$ cat config.mk
export PLATFORM = sky130hd
export DESIGN_NAME = display_timing_flat
export DESIGN_NICKNAME = d
export VERILOG_FILES = /design/src/rtl/display_timing_pkg.sv /design/src/rtl/display_timing_if.sv /design/src/rtl/display_timing_counter.sv /design/src/rtl/display_timing.sv /design/src/flat_wrapper.sv
export SDC_FILE = /design/constraint.sdc
export NUM_CORES = 1
export LEC_CHECK = 0
export CORE_ASPECT_RATIO = 0.8
export CORE_MARGIN = 8
export CORE_UTILIZATION = 53
export DETAILED_ROUTE_END_ITERATION = 8
export HOLD_SLACK_MARGIN = 0.08
export MAX_ROUTING_LAYER = met4
export PLACE_DENSITY_LB_ADDON = 0.3
export SKIP_LAST_GASP = 1
export SYNTH_ARGS = -nofsm -noshare
export SYNTH_HDL_FRONTEND = slang
export SYNTH_HIERARCHICAL = 1
export SYNTH_SLANG_ARGS = --single-unit
$ cat constraint.sdc
create_clock -name pixel_clock -period 3.9 [get_ports pixel_clock]
set_input_delay 0.78 -clock pixel_clock [delete_from_list [all_inputs] [get_ports pixel_clock]]
set_output_delay 0.78 -clock pixel_clock [all_outputs]
set_load 0.02 [all_outputs]
$ cat src/rtl/display_timing_pkg.sv
// ============================================================================
// display_timing_pkg : shared coordinate type, default timing, origin helpers
// Revision: 1.0
// ============================================================================
`default_nettype none

package display_timing_pkg;

  localparam int DEF_COORD_WIDTH = 16;
  localparam int DEF_H_RES       = 320;
  localparam int DEF_H_FP        = 8;
  localparam int DEF_H_SYNC      = 32;
  localparam int DEF_H_BP        = 40;
  localparam int DEF_V_RES       = 240;
  localparam int DEF_V_FP        = 2;
  localparam int DEF_V_SYNC      = 3;
  localparam int DEF_V_BP        = 5;

  typedef logic signed [DEF_COORD_WIDTH-1:0] coord_t;

  // Blanking sits at negative coordinates so active video starts at zero.
  function automatic int calc_h_sta(input int fp, input int sync, input int bp);
    return -(fp + sync + bp);
  endfunction

  function automatic int calc_v_sta(input int fp, input int sync, input int bp);
    return -(fp + sync + bp);
  endfunction

endpackage

`default_nettype wire

$ cat src/rtl/display_timing_if.sv
// ============================================================================
// display_timing_if : video position and sync bundle for downstream stages
// Revision: 1.0
// ============================================================================
`default_nettype none

interface display_timing_if #(
  parameter int COORD_WIDTH = 16
);
  logic signed [COORD_WIDTH-1:0] x;
  logic signed [COORD_WIDTH-1:0] y;
  logic                          hsync;
  logic                          vsync;
  logic                          de;
  logic                          hsync_start;
  logic                          frame_start;
  logic [15:0]                   frame_count;

  modport master (
    output x, y, hsync, vsync, de, hsync_start, frame_start, frame_count
  );

  modport slave (
    input x, y, hsync, vsync, de, hsync_start, frame_start, frame_count
  );
endinterface

`default_nettype wire

$ cat src/rtl/display_timing_counter.sv
// ============================================================================
// timing_counter : signed START..END wrap counter exposing its next value
// Revision: 1.0
// ============================================================================
`default_nettype none

module timing_counter #(
  parameter int WIDTH = 16,
  parameter int START = -80,
  parameter int END   = 319
) (
  input  wire logic                    pixel_clock,
  input  wire logic                    reset,
  input  wire logic                    i_en,
  output logic                         o_wrap,
  output logic signed [WIDTH-1:0]      o_next
);

  localparam logic signed [WIDTH-1:0] C_START = WIDTH'(START);
  localparam logic signed [WIDTH-1:0] C_END   = WIDTH'(END);
  localparam logic signed [WIDTH-1:0] C_ONE   = WIDTH'(1);

  logic signed [WIDTH-1:0] r_count;

  assign o_wrap = i_en && (r_count == C_END);

  always_comb begin
    o_next = r_count;
    if (i_en) begin
      o_next = (r_count == C_END) ? C_START : r_count + C_ONE;
    end
  end

  // Resting at END makes the first edge after reset land on START.
  always_ff @(posedge pixel_clock or posedge reset) begin
    if (reset) begin
      r_count <= C_END;
    end else begin
      r_count <= o_next;
    end
  end

endmodule

`default_nettype wire

$ cat src/rtl/display_timing.sv
// ============================================================================
// display_timing : signed-coordinate video timing generator with sync strobes
// Optional: DISPLAY_TIMING_FRAME_COUNT_EN enables the 16-bit frame counter.
// Revision: 1.0
// ============================================================================
`default_nettype none

module display_timing
  import display_timing_pkg::*;
#(
  parameter int COORD_WIDTH = DEF_COORD_WIDTH,
  parameter int H_RES       = DEF_H_RES,
  parameter int H_FP        = DEF_H_FP,
  parameter int H_SYNC      = DEF_H_SYNC,
  parameter int H_BP        = DEF_H_BP,
  parameter int V_RES       = DEF_V_RES,
  parameter int V_FP        = DEF_V_FP,
  parameter int V_SYNC      = DEF_V_SYNC,
  parameter int V_BP        = DEF_V_BP,
  parameter int HSYNC_POL   = 1,
  parameter int VSYNC_POL   = 1
) (
  input  wire logic          pixel_clock,
  input  wire logic          reset,
  display_timing_if.master   o_vid
);

  localparam int H_STA = calc_h_sta(H_FP, H_SYNC, H_BP);
  localparam int V_STA = calc_v_sta(V_FP, V_SYNC, V_BP);
  localparam int H_END = H_RES - 1;
  localparam int V_END = V_RES - 1;

  localparam longint C_MIN = -(longint'(1) <<< (COORD_WIDTH - 1));
  localparam longint C_MAX = (longint'(1) <<< (COORD_WIDTH - 1)) - 1;

  localparam logic signed [COORD_WIDTH-1:0] C_H_END  = COORD_WIDTH'(H_END);
  localparam logic signed [COORD_WIDTH-1:0] C_V_END  = COORD_WIDTH'(V_END);
  localparam logic signed [COORD_WIDTH-1:0] C_HS_BEG = COORD_WIDTH'(H_STA + H_FP);
  localparam logic signed [COORD_WIDTH-1:0] C_HS_END = COORD_WIDTH'(H_STA + H_FP + H_SYNC - 1);
  localparam logic signed [COORD_WIDTH-1:0] C_VS_BEG = COORD_WIDTH'(V_STA + V_FP);
  localparam logic signed [COORD_WIDTH-1:0] C_VS_END = COORD_WIDTH'(V_STA + V_FP + V_SYNC - 1);
  localparam logic signed [COORD_WIDTH-1:0] C_ZERO   = '0;
  localparam logic                          C_HS_ON  = (HSYNC_POL != 0);
  localparam logic                          C_VS_ON  = (VSYNC_POL != 0);

  if ((longint'(H_STA) < C_MIN) || (longint'(V_STA) < C_MIN) ||
      (longint'(H_END) > C_MAX) || (longint'(V_END) > C_MAX)) begin : g_err_width
    $error("display_timing: COORD_WIDTH too small for timing range");
  end
  if (H_BP < 8) begin : g_err_hbp
    $error("display_timing: H_BP must be >= 8");
  end
  if ((H_SYNC <= 0) || (V_SYNC <= 0)) begin : g_err_sync
    $error("display_timing: H_SYNC and V_SYNC must be > 0");
  end

  logic                          w_h_wrap;
  logic                          w_v_wrap;
  logic signed [COORD_WIDTH-1:0] w_h_next;
  logic signed [COORD_WIDTH-1:0] w_v_next;

  timing_counter #(
    .WIDTH (COORD_WIDTH),
    .START (H_STA),
    .END   (H_END)
  ) u_h_cnt (
    .pixel_clock (pixel_clock),
    .reset       (reset),
    .i_en        (1'b1),
    .o_wrap      (w_h_wrap),
    .o_next      (w_h_next)
  );

  timing_counter #(
    .WIDTH (COORD_WIDTH),
    .START (V_STA),
    .END   (V_END)
  ) u_v_cnt (
    .pixel_clock (pixel_clock),
    .reset       (reset),
    .i_en        (w_h_wrap),
    .o_wrap      (w_v_wrap),
    .o_next      (w_v_next)
  );

  // Flags decode the next position so every output moves on the same edge.
  logic w_hs_act;
  logic w_vs_act;
  logic w_de;
  logic w_hs_start;
  logic w_fr_start;

  assign w_hs_act   = (w_h_next >= C_HS_BEG) && (w_h_next <= C_HS_END);
  assign w_vs_act   = (w_v_next >= C_VS_BEG) && (w_v_next <= C_VS_END);
  assign w_de       = (w_h_next >= C_ZERO) && (w_v_next >= C_ZERO);
  assign w_hs_start = (w_h_next == C_HS_BEG);
  assign w_fr_start = w_v_wrap;

  logic signed [COORD_WIDTH-1:0] r_x;
  logic signed [COORD_WIDTH-1:0] r_y;
  logic                          r_hsync;
  logic                          r_vsync;
  logic                          r_de;
  logic                          r_hs_start;
  logic                          r_fr_start;

  always_ff @(posedge pixel_clock or posedge reset) begin
    if (reset) begin
      r_x        <= C_H_END;
      r_y        <= C_V_END;
      r_hsync    <= ~C_HS_ON;
      r_vsync    <= ~C_VS_ON;
      r_de       <= 1'b0;
      r_hs_start <= 1'b0;
      r_fr_start <= 1'b0;
    end else begin
      r_x        <= w_h_next;
      r_y        <= w_v_next;
      r_hsync    <= w_hs_act ? C_HS_ON : ~C_HS_ON;
      r_vsync    <= w_vs_act ? C_VS_ON : ~C_VS_ON;
      r_de       <= w_de;
      r_hs_start <= w_hs_start;
      r_fr_start <= w_fr_start;
    end
  end

`ifdef DISPLAY_TIMING_FRAME_COUNT_EN
  logic [15:0] r_frame_count;

  always_ff @(posedge pixel_clock or posedge reset) begin
    if (reset) begin
      r_frame_count <= 16'h0000;
    end else if (w_fr_start) begin
      r_frame_count <= r_frame_count + 16'd1;
    end
  end

  assign o_vid.frame_count = r_frame_count;
`else
  assign o_vid.frame_count = 16'h0000;
`endif

  assign o_vid.x           = r_x;
  assign o_vid.y           = r_y;
  assign o_vid.hsync       = r_hsync;
  assign o_vid.vsync       = r_vsync;
  assign o_vid.de          = r_de;
  assign o_vid.hsync_start = r_hs_start;
  assign o_vid.frame_start = r_fr_start;

endmodule

`default_nettype wire

$ cat src/flat_wrapper.sv
// flat-port wrapper written by rule: the top's interface ports become plain ports
module display_timing_flat import display_timing_pkg::*;
#(
  parameter int COORD_WIDTH = DEF_COORD_WIDTH,
  parameter int H_RES       = DEF_H_RES,
  parameter int H_FP        = DEF_H_FP,
  parameter int H_SYNC      = DEF_H_SYNC,
  parameter int H_BP        = DEF_H_BP,
  parameter int V_RES       = DEF_V_RES,
  parameter int V_FP        = DEF_V_FP,
  parameter int V_SYNC      = DEF_V_SYNC,
  parameter int V_BP        = DEF_V_BP,
  parameter int HSYNC_POL   = 1,
  parameter int VSYNC_POL   = 1
)
  (pixel_clock, reset, o_vid_x, o_vid_y, o_vid_hsync, o_vid_vsync, o_vid_de, o_vid_hsync_start, o_vid_frame_start, o_vid_frame_count);
  display_timing_if #(.COORD_WIDTH(COORD_WIDTH)) o_vid_i ();
  input  wire logic pixel_clock;
  input  wire logic reset;
  output wire logic [$bits(o_vid_i.x)-1:0] o_vid_x;
  output wire logic [$bits(o_vid_i.y)-1:0] o_vid_y;
  output wire logic [$bits(o_vid_i.hsync)-1:0] o_vid_hsync;
  output wire logic [$bits(o_vid_i.vsync)-1:0] o_vid_vsync;
  output wire logic [$bits(o_vid_i.de)-1:0] o_vid_de;
  output wire logic [$bits(o_vid_i.hsync_start)-1:0] o_vid_hsync_start;
  output wire logic [$bits(o_vid_i.frame_start)-1:0] o_vid_frame_start;
  output wire logic [$bits(o_vid_i.frame_count)-1:0] o_vid_frame_count;
  assign o_vid_x = o_vid_i.x;
  assign o_vid_y = o_vid_i.y;
  assign o_vid_hsync = o_vid_i.hsync;
  assign o_vid_vsync = o_vid_i.vsync;
  assign o_vid_de = o_vid_i.de;
  assign o_vid_hsync_start = o_vid_i.hsync_start;
  assign o_vid_frame_start = o_vid_i.frame_start;
  assign o_vid_frame_count = o_vid_i.frame_count;
  display_timing #(.COORD_WIDTH(COORD_WIDTH), .H_RES(H_RES), .H_FP(H_FP), .H_SYNC(H_SYNC), .H_BP(H_BP), .V_RES(V_RES), .V_FP(V_FP), .V_SYNC(V_SYNC), .V_BP(V_BP), .HSYNC_POL(HSYNC_POL), .VSYNC_POL(VSYNC_POL)) u_core (.pixel_clock(pixel_clock), .reset(reset), .o_vid(o_vid_i));
endmodule
-- Word-level counts from Yosys, hierarchy flattened
Index checks and enable logic that the tools add are counted.
- output and inout port bits: 53
- register bits after elaboration: 37
- logic and storage cells: 27
- bits of input ports: 2
- equal/unequal tests: 3
- reduce and logical (&&, ||, !) cells: 4
- $add $sub $neg: 2
- muxes and demuxes: 5
- $lt $le $gt $ge: 6
- operator list (cell ; count):
    $mux 16 ; 3
    $add 16x2->16 const B ; 2
    $ge 16x1->1 const B ; 2
    $eq 16x10->1 const B ; 1
    $eq 16x8->1 const B ; 1
    $eq 16x9->1 const B ; 1
    $ge 16x4->1 const B ; 1
    $ge 16x8->1 const B ; 1
    $le 16x4->1 const B ; 1
    $le 16x7->1 const B ; 1
    $logic_and 1x1->1 ; 4
    $mux 1 ; 2

-- Depth between registers and ports, before layout
Gate-level depths: netlist of run 1.
- depth after elaboration: 6
- gate-level depth with buffers: 13
- mapped depth without buffers: 11

-- Hierarchy
The synthesis of run 1 kept the hierarchy.
- by module, submodules not included (module ; sequential area each (um2) ; area each (um2) ; cells each ; instances):
    display_timing ; 943.4 ; 1181.1 ; 73 ; 1
    timing_counter (u_core.u_h_cnt) ; 409.1 ; 830.8 ; 81 ; 1
    timing_counter (u_core.u_v_cnt) ; 409.1 ; 829.5 ; 77 ; 1

-- Worst setup path after synthesis of run 1
Ideal clock, no wire load.
- path type: register to register
- start point: register u_core.u_h_cnt.r_count[8]
- end point: register u_core.r_vsync, in the netlist u_core/o_vid.vsync
- clock period less this slack: 3.124 ns
- path buffers: 2
- required time: 3.799 ns
- setup slack: 0.776 ns
- arrival: 3.023 ns
- library setup time: 0.101 ns
- cell stages (with the launch flop): 12
- cells stage by stage: dfstp_2 -> or4b_1 -> or4_4 -> buf_6 -> clkinv_4 -> buf_2 -> nand3_1 -> nor4_4 -> a311oi_1 -> a41oi_1 -> nand3_1 -> nor4_1
- word-level cells in the longest chain between the ends: 5
- elaborated cells on any way between the ends: 6
- those cells by class: order compare: 2; eq/ne: 1; mux: 2; reduce/logical: 1
- RTL lines (element ; line ; RTL):
    from (decl) ; display_timing_counter.sv:23 ; logic signed [WIDTH-1:0] r_count;
    from (signal assigned) ; display_timing_counter.sv:39 ; r_count <= o_next;
    $eq 16x10->1 * ; display_timing_counter.sv:25 ; assign o_wrap = i_en && (r_count == C_END);
    named net u_core.w_h_wrap ; display_timing.sv:57 ; logic w_h_wrap;
    $mux 16 * ; display_timing_counter.sv:29 ; if (i_en) begin
    named net u_core.w_v_next[15] ; display_timing.sv:60 ; logic signed [COORD_WIDTH-1:0] w_v_next;
    $ge 16x4->1 or $le 16x4->1 (tied branches) ; display_timing.sv:94 ; assign w_vs_act = (w_v_next >= C_VS_BEG) && (w_v_next <= C_VS_END);
    $logic_and 1x1->1 * ; display_timing.sv:94 ;
    named net u_core.w_vs_act ; display_timing.sv:88 ; logic w_vs_act;
    $mux 1 * ; display_timing.sv:120 ; r_vsync <= w_vs_act ? C_VS_ON : ~C_VS_ON;
    to (signal assigned) ; display_timing.sv:112 ; r_vsync <= ~C_VS_ON;
    to (signal assigned) ; display_timing.sv:120 ;
    to (decl) ; display_timing.sv:102 ; logic r_vsync;
The timed path passes the listed nets; every way through them passes the cells marked *.

-- Worst setup path in the final report of run 1
Same ends and word-level chain as after synthesis.

==> impl_metrics.sql, run 1 <==
INSERT INTO impl_metrics (metric_group, metric, value, unit) VALUES
('run_status', 'outcome', 'finished, final reports clean', ''),
('clock_tree', 'cts_tree', 'yes', ''),
('power', 'power_leakage', '1.52', 'nW'),
('setup_path', 'timing_worst_setup_path_type', 'flop to flop', ''),
('setup_path', 'worst_ep_arrival_time', '3.59', 'ns'),
('sta', 'slew-limit-headroom', '49.3', '%'),
('synth', 'synth_top_cell_by_area', 'dfrtp_1', ''),
('setup_path', 'worstPathCellList', 'or4b_1, or4_4, clkinv_4, and4bb_2, nand4_1, inv_2, a311oi_1, a41oi_1, nand3_1, nor4_1', ''),
('detailed_routing', 'final_ant_viol_nets', '0', ''),
('die', 'site_row_count', '24', ''),
('synth', 'ys_ff_latch', '69', ''),
('setup_path', 'crit-reg2reg-launch', 'u_core/u_h_cnt/r_count[8]$_DFF_PP1_', ''),
('clock_tree', 'maximum_buffer_depth_of_the_clock_tree', '2', ''),
('cells_and_area', 'insertedDiodeCount', '0', ''),
('placed_design', 'port_buffers', '38', ''),
('synth', 'synthDistinctLibCells', '43', ''),
('detailed_routing', 'routed-via-count', '1908', ''),
('setup_path', 'cp_max_stage_delay', '0.60', 'ns'),
('clock_tree', 'cts_setup_buffers', '0', ''),
('die', 'die_width', '97.9', 'µm'),
('sta', 'finalClockSkew', '0.0104', 'ns'),
('setup_path', 'critPathLaunchType', 'flop', ''),
('synth', 'netlist_top_cells_count', '41 x dfrtp_1, 28 x dfstp_2, 17 x buf_4, 17 x nand2_1, 13 x xnor2_1', ''),
('global_routing', 'global_route.usage.total', '16.3', '%'),
('global_routing', 'antenna_violations_before_repair', '0', ''),
('synth', 'synth_flop_cell', 'dfrtp_1', ''),
('cells_and_area', 'drive_gt1_share', '18.1', '%'),
('sta', 'report.final.hold_viol_count', '0', ''),
('global_routing', 'gr-total-overflow', '0', ''),
('setup_path', 'slowest_stage', 'or4_4', ''),
('detailed_routing', 'final_routed_wire_length_divided_by_cell_count', '17.0', 'µm'),
('die', 'die_y', '81.5', 'µm'),
('synth', 'synth.top_cells.by_area', 'dfrtp_1 36%, dfstp_2 26%, buf_4 4.5%', ''),
('placed_design', 'place.gp.congestion', '0.990', ''),
('cells_and_area', 'layout.nets', '280', ''),
('sta', 'worst_pin_slew', '0.759', 'ns'),
('clock_tree', 'ctsResizeCount', '0', ''),
('global_routing', 'largest_net_degree_at_the_start_of_global_routing', '20', ''),
('synth', 'synth_edf_count', '0', ''),
('setup_path', 'r2r-end', 'u_core/o_vid.vsync$_DFF_PP0_', ''),
('power', 'vdd_ir_drop_max', '0.330', 'mV'),
('worst_hold_path', 'hold_start', 'u_core/u_h_cnt/r_count[8]$_DFF_PP1_', ''),
('die', 'die_area', '7980', 'µm²'),
('clock_tree', 'clk_latency_worst_skew_pair', '0.35', 'ns'),
('cells_and_area', 'flow.area_growth_from_synthesis', '19.1', '%'),
('clock_tree', 'clk_pin_slew', '0.07', 'ns'),
('die', 'start_util', '53.5', '%'),
('synth', 'synthDominantCellAreaShare', '36.1', '%'),
('synth', 'synth-warning-count', '6', ''),
('sta', 'post-route-min-period', '3.34', 'ns'),
('job', 'drv.max_cap_violation_count', '0', ''),
('clock_tree', 'cts_root_buf', 'clkbuf_8', ''),
('synth', 'yosys.cell_count.top_type', 'dfrtp_1', ''),
('sta', 'rsz_0062_raised_after_global_routing', 'no', ''),
('synth', 'avgSynthCellArea', '12.3', 'µm²'),
('clock_tree', 'tritoncts_sink_count', '69', ''),
('detailed_routing', 'firstDrtPassIters', '4', ''),
('worst_hold_path', 'holdCritPathClass', 'flop to flop', ''),
('detailed_routing', 'number_of_drc_markers_in_iteration_0', '109', ''),
('setup_path', 'r2r_slack', '0.56', 'ns'),
('global_routing', 'number_of_global_route_vias_before_repair', '1871', ''),
('clock_tree', 'numCtsBuffers', '9', ''),
('detailed_routing', 'routed_wirelength', '5.87', 'mm'),
('detailed_routing', 'drt_drc_violations_left', '0', ''),
('setup_path', 'critical_path.top_delay_family', 'simple AND/OR/NAND/NOR gates', ''),
('sta', 'timing.final.crit_share', '85.6', '%'),
('die', 'core', '5320', 'µm²'),
('sta', 'setup_total_negative_slack', '0', 'ns'),
('synth', 'synth_async_sr_flop_share', '100', '%'),
('setup_path', 'crit_path_launch', 'u_core/u_h_cnt/r_count[8]$_DFF_PP1_', ''),
('sta', 'report.final.setup_viol', '0', '');
==> per-layer routing <==
metal | up-vias | share of wire, % | global-route usage [%]
li1 | 890 | - | -
met3 | 9 | 8.2 | 6.86
met4 | 0 | 1.2 | 6.20
met5 | - | 0 | -
met2 | 73 | 42 | 21.3
met1 | 936 | 48 | 21.9
==> how the worst min path moves through the flow <==
stage | endpoint | slack, ns | cells past startpoint
after global routing | u_core/o_vid.x[8]$_DFF_PP1_ | 0.60 | 1
after detailed placement | u_core/o_vid.x[12]$_DFF_PP0_ | 0.57 | 1
after global placement | u_core/u_h_cnt/r_count[12]$_DFF_PP0_ | 0.57 | 1
after floorplan | u_core/o_vid.x[12]$_DFF_PP0_ | 0.51 | 1
final | u_core/o_vid.x[8]$_DFF_PP1_ | 0.59 | 1
after CTS | u_core/o_vid.x[8]$_DFF_PP1_ | 0.58 | 1
==> power breakdown <==
part	switching (W)	internal, W	leakage (nW)	total (W)
Sequential	0.0000554	0.000834	0.859	0.000889
Combinational	0.000170	0.000105	0.571	0.000275
Clock	0.000244	0.000245	0.0872	0.000489
Total	0.000470	0.00118	1.52	0.00165
==> cell usage in the layout, fill, tap and decap left out, types with 6 or more instances in the layout <==
| master | n |
|---|---|
| clkbuf_8 | 10 |
| xor2_1 | 6 |
| dfstp_2 | 28 |
| inv_1 | 9 |
| nor3_1 | 8 |
| clkdlybuf4s50_1 | 38 |
| conb_1 | 17 |
| xnor2_1 | 13 |
| nand3_1 | 10 |
| dfrtp_1 | 41 |
| nand4_1 | 12 |
| nor4_1 | 7 |
| nand2_1 | 17 |
| nor2_1 | 11 |
==> stage by stage <==
step                      hold WS (ns)  cells  setup WS (ns)  area (µm²)  utilization [%]
final                            0.590    346          0.561        3380             63.7
after global routing             0.600    346          0.342        3380             63.7
after CTS                        0.581    346          0.608        3380             63.7
after detailed placement         0.569    330          0.607        3220             60.6
after global placement           0.571    330          0.753        3220             60.6
after floorplan                  0.510    246          0.776        2900                -
==> worst register-to-register path: cells and delay by family (launching register included) <==
family          cells  cell delay, ns
simple gates        6            1.89
flops               1            0.57
buf+inv             2            0.39
compound gates      2            0.38
==> registers in the layout, summed over array words and instances (netlist names) <==
name,cells
u_core/o_vid.frame_start,1
u_core/o_vid.x,16
u_core/o_vid.hsync_start,1
u_core/u_v_cnt/r_count,16
u_core/o_vid.vsync,1
u_core/u_h_cnt/r_count,16
u_core/o_vid.y,16
u_core/o_vid.de,1
u_core/o_vid.hsync,1
==> logic make-up (layout without fill, tap and decap cells) <==
family | Yosys count | count (layout) | synth area share, %
simple gates | 84 | 84 | 17.7
other cells | 2 | 17 | 0.264
buf+inv | 31 | 66 | 6.82
xor+xnor | 19 | 19 | 5.86
flops | 69 | 69 | 62.0
mux | 2 | 2 | 0.705
compound gates | 22 | 22 | 5.72
fa+ha+maj | 2 | 2 | 0.881
==> final cells by class <==
type	instances	area, µm²
flip-flops and latches	69	1760
multi-input cells	146	942
well taps	65	81.3
fillers	418	1930
repair buffers	39	388
clock buffers	13	149
clock inverters	3	15.0
inverters	11	46.3
Note: power is estimated with default switching activity, not from simulation.
==> run 2: changes to the inputs <==
--- a/config.mk
+++ b/config.mk
@@ -9,6 +9,7 @@
 export CORE_MARGIN = 8
 export CORE_UTILIZATION = 53
 export DETAILED_ROUTE_END_ITERATION = 8
+export GPL_ROUTABILITY_DRIVEN = 0
 export HOLD_SLACK_MARGIN = 0.08
 export MAX_ROUTING_LAYER = met4
 export PLACE_DENSITY_LB_ADDON = 0.3
==> run 2 against run 1 <==
- register-to-register slack got worse by 0.04 ns
- setup slack lost 0.044 ns
- total power increased by 4.6%
- non-clock buffer count unchanged
- critical path type unchanged
- clock power grew 16%
- utilization up 0.71 points
- highest routed layer unchanged
==> impl_metrics.sql, run 2 (synthesized netlist as in run 1, its figures left out) <==
INSERT INTO impl_metrics (metric_group, metric, value, unit) VALUES
('run_status', 'outcome', 'finished, final reports clean', ''),
('power', 'power-per-cell-area', '506', 'nW/µm²'),
('setup_path', 'r2r-end', 'u_core/o_vid.vsync$_DFF_PP0_', ''),
('die', 'i_o_pin_total', '55', ''),
('detailed_routing', 'number_of_drc_markers_in_iteration_0', '129', ''),
('power', 'power.share.clock', '32.8', '%'),
('placed_design', 'hpwl', '4.12', 'mm'),
('sta', 'slew-limit-headroom', '38.2', '%'),
('die', 'site_row_count', '24', ''),
('detailed_routing', 'viasPerCell', '5.57', ''),
('setup_path', 'worstPathCellList', 'or4b_1, or4_4, clkinv_4, and4bb_2, nand4_1, inv_2, nor3_1, a21oi_1, nand4_1, nor4_1', ''),
('setup_path', 'slowest_stage', 'or4_4', ''),
('clock_tree', 'tritoncts_sink_count', '69', ''),
('detailed_routing', 'final_routed_wire_length_divided_by_cell_count', '16.8', 'µm'),
('global_routing', 'number_of_global_route_vias_before_repair', '1908', ''),
('sta', 'report.final.hold_viol_count', '0', ''),
('power', 'net-switching-power', '0.000468', 'W'),
('die', 'start_util', '53.5', '%'),
('clock_tree', 'ctsResizeCount', '0', ''),
('setup_path', 'critPathMostFrequentCell', 'nand4_1', ''),
('detailed_routing', 'routed-via-count', '1926', ''),
('power', 'comb_power_share', '15.9', '%'),
('sta', 'fmax', '296', 'MHz'),
('cells_and_area', 'seqCellArea', '1760', 'µm²'),
('cells_and_area', 'nFillCells', '417', ''),
('detailed_routing', 'routed_wirelength', '5.80', 'mm'),
('clock_tree', 'cts_setup_buffers', '0', ''),
('sta', 'report.final.setup_viol', '0', ''),
('global_routing', 'gr-total-overflow', '0', ''),
('detailed_routing', 'firstDrtPassIters', '5', ''),
('detailed_routing', 'drt_drc_violations_left', '0', ''),
('setup_path', 'crit_fanout', '15', ''),
('setup_path', 'cp_max_stage_delay', '0.60', 'ns'),
('sta', 'post-route-min-period', '3.38', 'ns'),
('job', 'drv.max_cap_violation_count', '0', ''),
('placed_design', 'port_buffers', '38', ''),
('setup_path', 'crit_path_end_kind', 'flop', ''),
('sta', 'worst_pin_slew', '0.925', 'ns'),
('cells_and_area', 'flow.area_growth_from_synthesis', '20.4', '%'),
('power', 'power.internal', '0.00126', 'W'),
('power', 'switching_share_of_total_power', '27.1', '%'),
('cells_and_area', 'insertedDiodeCount', '0', ''),
('power', 'sequentialPowerShare', '51.4', '%'),
('sta', 'finalClockSkew', '0.0100', 'ns'),
('die', 'die_width', '97.9', 'µm'),
('clock_tree', 'clk_pin_slew', '0.07', 'ns'),
('clock_tree', 'cts_root_buf', 'clkbuf_8', ''),
('die', 'core', '5320', 'µm²'),
('cells_and_area', 'drive_gt1_share', '18.1', '%'),
('setup_path', 'critPathLaunchType', 'flop', ''),
('die', 'die_area', '7980', 'µm²'),
('setup_path', 'worst_ep_required_time', '4.13', 'ns'),
('sta', 'rsz_0062_raised_after_global_routing', 'no', ''),
('global_routing', 'grt_first_pass_wirelength', '9.60', 'mm'),
('cells_and_area', 'layout.nets', '280', ''),
('sta', 'timing.final.crit_share', '86.7', '%'),
('sta', 'slew_viol_final', '0', ''),
('worst_hold_path', 'hold-path-cell-count', '1', ''),
('sta', 'fin_hold_ws', '0.586', 'ns'),
('power', 'power_leakage', '1.53', 'nW'),
('global_routing', 'global_route.usage.total', '16.1', '%'),
('worst_hold_path', 'holdCritPathClass', 'flop to flop', ''),
('power', 'vdd_ir_drop_max', '0.393', 'mV'),
('clock_tree', 'cts_tree', 'yes', ''),
('clock_tree', 'numCtsBuffers', '9', ''),
('setup_path', 'worst_r2r_path_depth', '10', ''),
('global_routing', 'antenna_violations_before_repair', '0', ''),
('setup_path', 'timing_worst_setup_path_type', 'flop to flop', ''),
('worst_hold_path', 'worst_hold_path.endpoint', 'u_core/o_vid.x[2]$_DFF_PP1_', ''),
('detailed_routing', 'final_ant_viol_nets', '0', ''),
('clock_tree', 'clk_latency_worst_skew_pair', '0.34', 'ns'),
('clock_tree', 'cts-htree-levels', '3', ''),
('setup_path', 'crit-reg2reg-launch', 'u_core/u_h_cnt/r_count[8]$_DFF_PP1_', ''),
('cells_and_area', 'total_area_of_multi_input_combinational_cells', '942', 'µm²'),
('cells_and_area', 'layout.cells.most_common', 'dfrtp_1', ''),
('setup_path', 'r2r_slack', '0.52', 'ns'),
('sta', 'setup_total_negative_slack', '0', 'ns'),
('die', 'die_y', '81.5', 'µm'),
('worst_hold_path', 'hold_start', 'u_core/u_h_cnt/r_count[2]$_DFF_PP1_', ''),
('global_routing', 'largest_net_degree_at_the_start_of_global_routing', '25', ''),
('cells_and_area', 'top_library_cells_by_usage_in_the_layout_fill_and_taps_aside', '41 x dfrtp_1, 38 x clkdlybuf4s50_1, 28 x dfstp_2, 17 x nand2_1, 17 x conb_1', ''),
('setup_path', 'worst_ep_arrival_time', '3.61', 'ns'),
('clock_tree', 'cts-hold-fix-buffers', '0', ''),
('clock_tree', 'maximum_buffer_depth_of_the_clock_tree', '2', '');
run 2: worst max-delay path by stage:
stage	endpoint	cells past startpoint	slack [ns]	from
final	u_core/o_vid.vsync$_DFF_PP0_	10	0.52	u_core/u_h_cnt/r_count[8]$_DFF_PP1_
after global routing	u_core/o_vid.vsync$_DFF_PP0_	10	0.39	u_core/u_h_cnt/r_count[8]$_DFF_PP1_
after CTS	u_core/o_vid.vsync$_DFF_PP0_	10	0.55	u_core/u_h_cnt/r_count[8]$_DFF_PP1_
after detailed placement	u_core/o_vid.vsync$_DFF_PP0_	10	0.53	u_core/u_h_cnt/r_count[8]$_DFF_PP1_
after global placement	u_core/o_vid.vsync$_DFF_PP0_	10	0.77	u_core/u_h_cnt/r_count[8]$_DFF_PP1_
after floorplan	u_core/o_vid.vsync$_DFF_PP0_	11	0.78	u_core/u_h_cnt/r_count[8]$_DFF_PP1_
run 2: routing by layer:
metal	part of all wire (%)	up-vias	global-route usage, %
met1	48	935	20.9
met4	1.9	0	8.84
met3	9.1	11	6.44
met2	41	93	21.0
li1	-	887	-
met5	0	-	-
run 2: worst max-delay path, delay by kind of cell, from the launching register on:
| kind | cells | cell delay [ns] |
|---|---|---|
| buf+inv | 2 | 0.39 |
| compound gates | 1 | 0.24 |
| simple gates | 7 | 2.07 |
| flops | 1 | 0.57 |
run 2: layout make-up:
class | instances | area share (%)
multi-input cells | 146 | 27.5
repair buffers | 39 | 11.3
clock buffers | 16 | 5.89
inverters | 11 | 1.35
well taps | 65 | 2.38
flip-flops and latches | 69 | 51.5
run 2: power by group through the flow:
stage	combinational (W)	sequential, W	clock (W)
floorplan	0.000137	0.000936	0
global placement	0.000276	0.000896	0
detailed placement	0.000274	0.000899	0
CTS	0.000277	0.000889	0.000585
global route	0.000304	0.000897	0.000616
finish	0.000274	0.000889	0.000567
run 2: through the flow:
step	utilization (%)	cell area (µm²)	total power, W	std cells	setup WS (ns)
after global routing	64.4	3420	0.00182	346	0.387
after CTS	64.4	3420	0.00175	346	0.553
after global placement	60.6	3220	0.00117	330	0.774
final	64.4	3420	0.00173	346	0.517
after floorplan	-	2900	0.00107	246	0.776
after detailed placement	60.6	3220	0.00117	330	0.530
==> edit, RTL diff (config.mk and constraints of run 2) <==
`HSYNC_POL` is set to 1 in 2 places; all go to 0.
--- a/src/rtl/display_timing.sv
+++ b/src/rtl/display_timing.sv
@@ -19,3 +19,3 @@
   parameter int V_BP        = DEF_V_BP,
-  parameter int HSYNC_POL   = 1,
+  parameter int HSYNC_POL   = 0,
   parameter int VSYNC_POL   = 1
--- a/src/flat_wrapper.sv
+++ b/src/flat_wrapper.sv
@@ -12,3 +12,3 @@
   parameter int V_BP        = DEF_V_BP,
-  parameter int HSYNC_POL   = 1,
+  parameter int HSYNC_POL   = 0,
   parameter int VSYNC_POL   = 1
Check against the original RTL: not equivalent (Yosys sat finds a counterexample within 4 cycles, from zero or initial values and one cycle with reset high).
==> edit against run 2 <==
  * Worst setup slack better by 0.056 ns
  * Worst hold slack worse by 0.0045 ns
  * Final area is 0.40% higher
  * Sequential cell count stayed put
  * Sequential share of layout area is 0.17 points lower
  * Wire length is 5.9% higher
  * Die area is 0.18% higher
  * Power is 2.5% higher
  * Area after synthesis is 0.22% higher
  * Final cell count is 0.87% higher
  * Critical endpoint unchanged
==> edit: results (changes against run 2) <==
set qor(detailedRoute.firstPassIterationCount) 4 ;# -1
set qor(finalClockSkew_ns) 0.005834 ;# -0.004162 ns
set qor(crit_arrival_ns) 3.58 ;# -0.03 ns
set qor(number_of_drc_markers_in_iteration_0) 210 ;# +63%
set qor(run_status) {completed}
set qor(detailed_place_hpwl_mm) 4.202 ;# +2.0%
set qor(final_critical_path_setup_slack_ns) 0.5729 ;# +0.05577 ns
set qor(synth-seq-area-share) 0.6191 ;# -0.0009227
set qor(worstMarginPinSlew_ns) 0.6170 ;# -0.3084 ns
set qor(netlist-cell-type-count) 44 ;# +2.3%
set qor(power.static_leakage_uw) 0.001519 ;# -0.85%
set qor(multiInputGateArea_sq_um) 950.9 ;# +0.93%
set qor(post_synth_most_frequent_cells) {sky130_fd_sc_hd__dfrtp_1, sky130_fd_sc_hd__dfstp_2, sky130_fd_sc_hd__nand2_1, sky130_fd_sc_hd__buf_4, sky130_fd_sc_hd__xnor2_1}
set qor(dp_slack_ns) 0.6383 ;# +0.1083 ns
set qor(power_switching_share) 0.2836 ;# +0.01291
set qor(postPlaceCellArea_sq_mm) 0.003233 ;# +0.43%
set qor(global_route.usage.met2) 0.2333 ;# +0.02319
set qor(clock_power_uw) 587 ;# +4%
set qor(whs_ns) 0.5817 ;# -0.004498 ns
set qor(cts_bufs_inserted) 9 ;# unchanged
set qor(grt_pass1_wl_mm) 10.21 ;# +6.3%
set qor(placedCellCount) 333 ;# +0.91%
set qor(detail_route.wirelength_mm) 6.145 ;# +5.9%
set qor(grt_start_max_net_pins) 38 ;# +52%
set qor(num-nets-final) 283 ;# +1.1%
set qor(critPathMaxStageDelay_ns) 0.60 ;# about the same
set qor(globalRouteTotalUtil) 0.1725 ;# +0.01129
set qor(final_total_power_uw) 1774 ;# +2.5%
set qor(power.ir.vdd_worst_mv) 0.4135 ;# +5.2%
set qor(layout-drive-gt1-share) 0.1901 ;# +0.008646
set qor(first_global_vias) 1945 ;# +1.9%
set qor(via_to_cell_ratio) 5.550 ;# -0.29%
set qor(pwr.group.sequential_uw) 891 ;# about the same
set qor(post_synth_main_area_contributors) {sky130_fd_sc_hd__dfrtp_1, sky130_fd_sc_hd__dfstp_2, sky130_fd_sc_hd__buf_4}
set qor(finalNonFillerCells) 349 ;# +0.87%
set qor(met1_usage) 0.2257 ;# +0.01698
set qor(filler_cell_count) 400 ;# -4.1%
-- edit: cell count changes after synthesis, sizes merged --
cell / run 2 / this run
inv: 10 / 9
a21oi: 3 / 4
dfstp: 28 / 29
o221ai: 0 / 1
and3: 4 / 5
dfrtp: 41 / 40
nor3b: 0 / 1
nand2: 17 / 19
and4: 4 / 3
o211a: 1 / 0
a211oi: 3 / 2
-- edit: area by class of cell --
type	instances	area share
sequential	69	0.5133
clock inverter	4	0.01348
inverter	10	0.01239
tap	65	0.02368
clock buffer	12	0.04517
multi-input combinational	149	0.2769
timing repair buffer	40	0.1151
-- edit: cells by family (layout without fill, tap and decap cells) --
group	after synthesis	after routing	share of synthesized area
compound gates	22	22	0.05580
flops	69	69	0.6191
mux	2	2	0.007030
xor+xnor	19	19	0.05844
simple gates	87	87	0.1815
other cells	2	17	0.002637
fa+ha+maj	2	2	0.008786
buf+inv	30	66	0.06678
-- edit: worst min-delay path by stage --
stage                               startpoint                         end
CTS                  u_core/u_h_cnt/r_count[2]   u_core/u_h_cnt/r_count[2]
detailed placement   u_core/u_h_cnt/r_count[2]   u_core/u_h_cnt/r_count[2]
finish               u_core/u_h_cnt/r_count[2]   u_core/u_h_cnt/r_count[2]
global placement    u_core/u_h_cnt/r_count[12]  u_core/u_h_cnt/r_count[12]
floorplan           u_core/u_h_cnt/r_count[12]          u_core/o_vid.x[12]
global route         u_core/u_v_cnt/r_count[7]           u_core/o_vid.y[7]
-- edit: per-layer routing --
metal / vias to the layer above / share of wire
met5: - / 0
met4: 0 / 0.022
met3: 11 / 0.067
met2: 82 / 0.42
met1: 951 / 0.49
li1: 893 / -
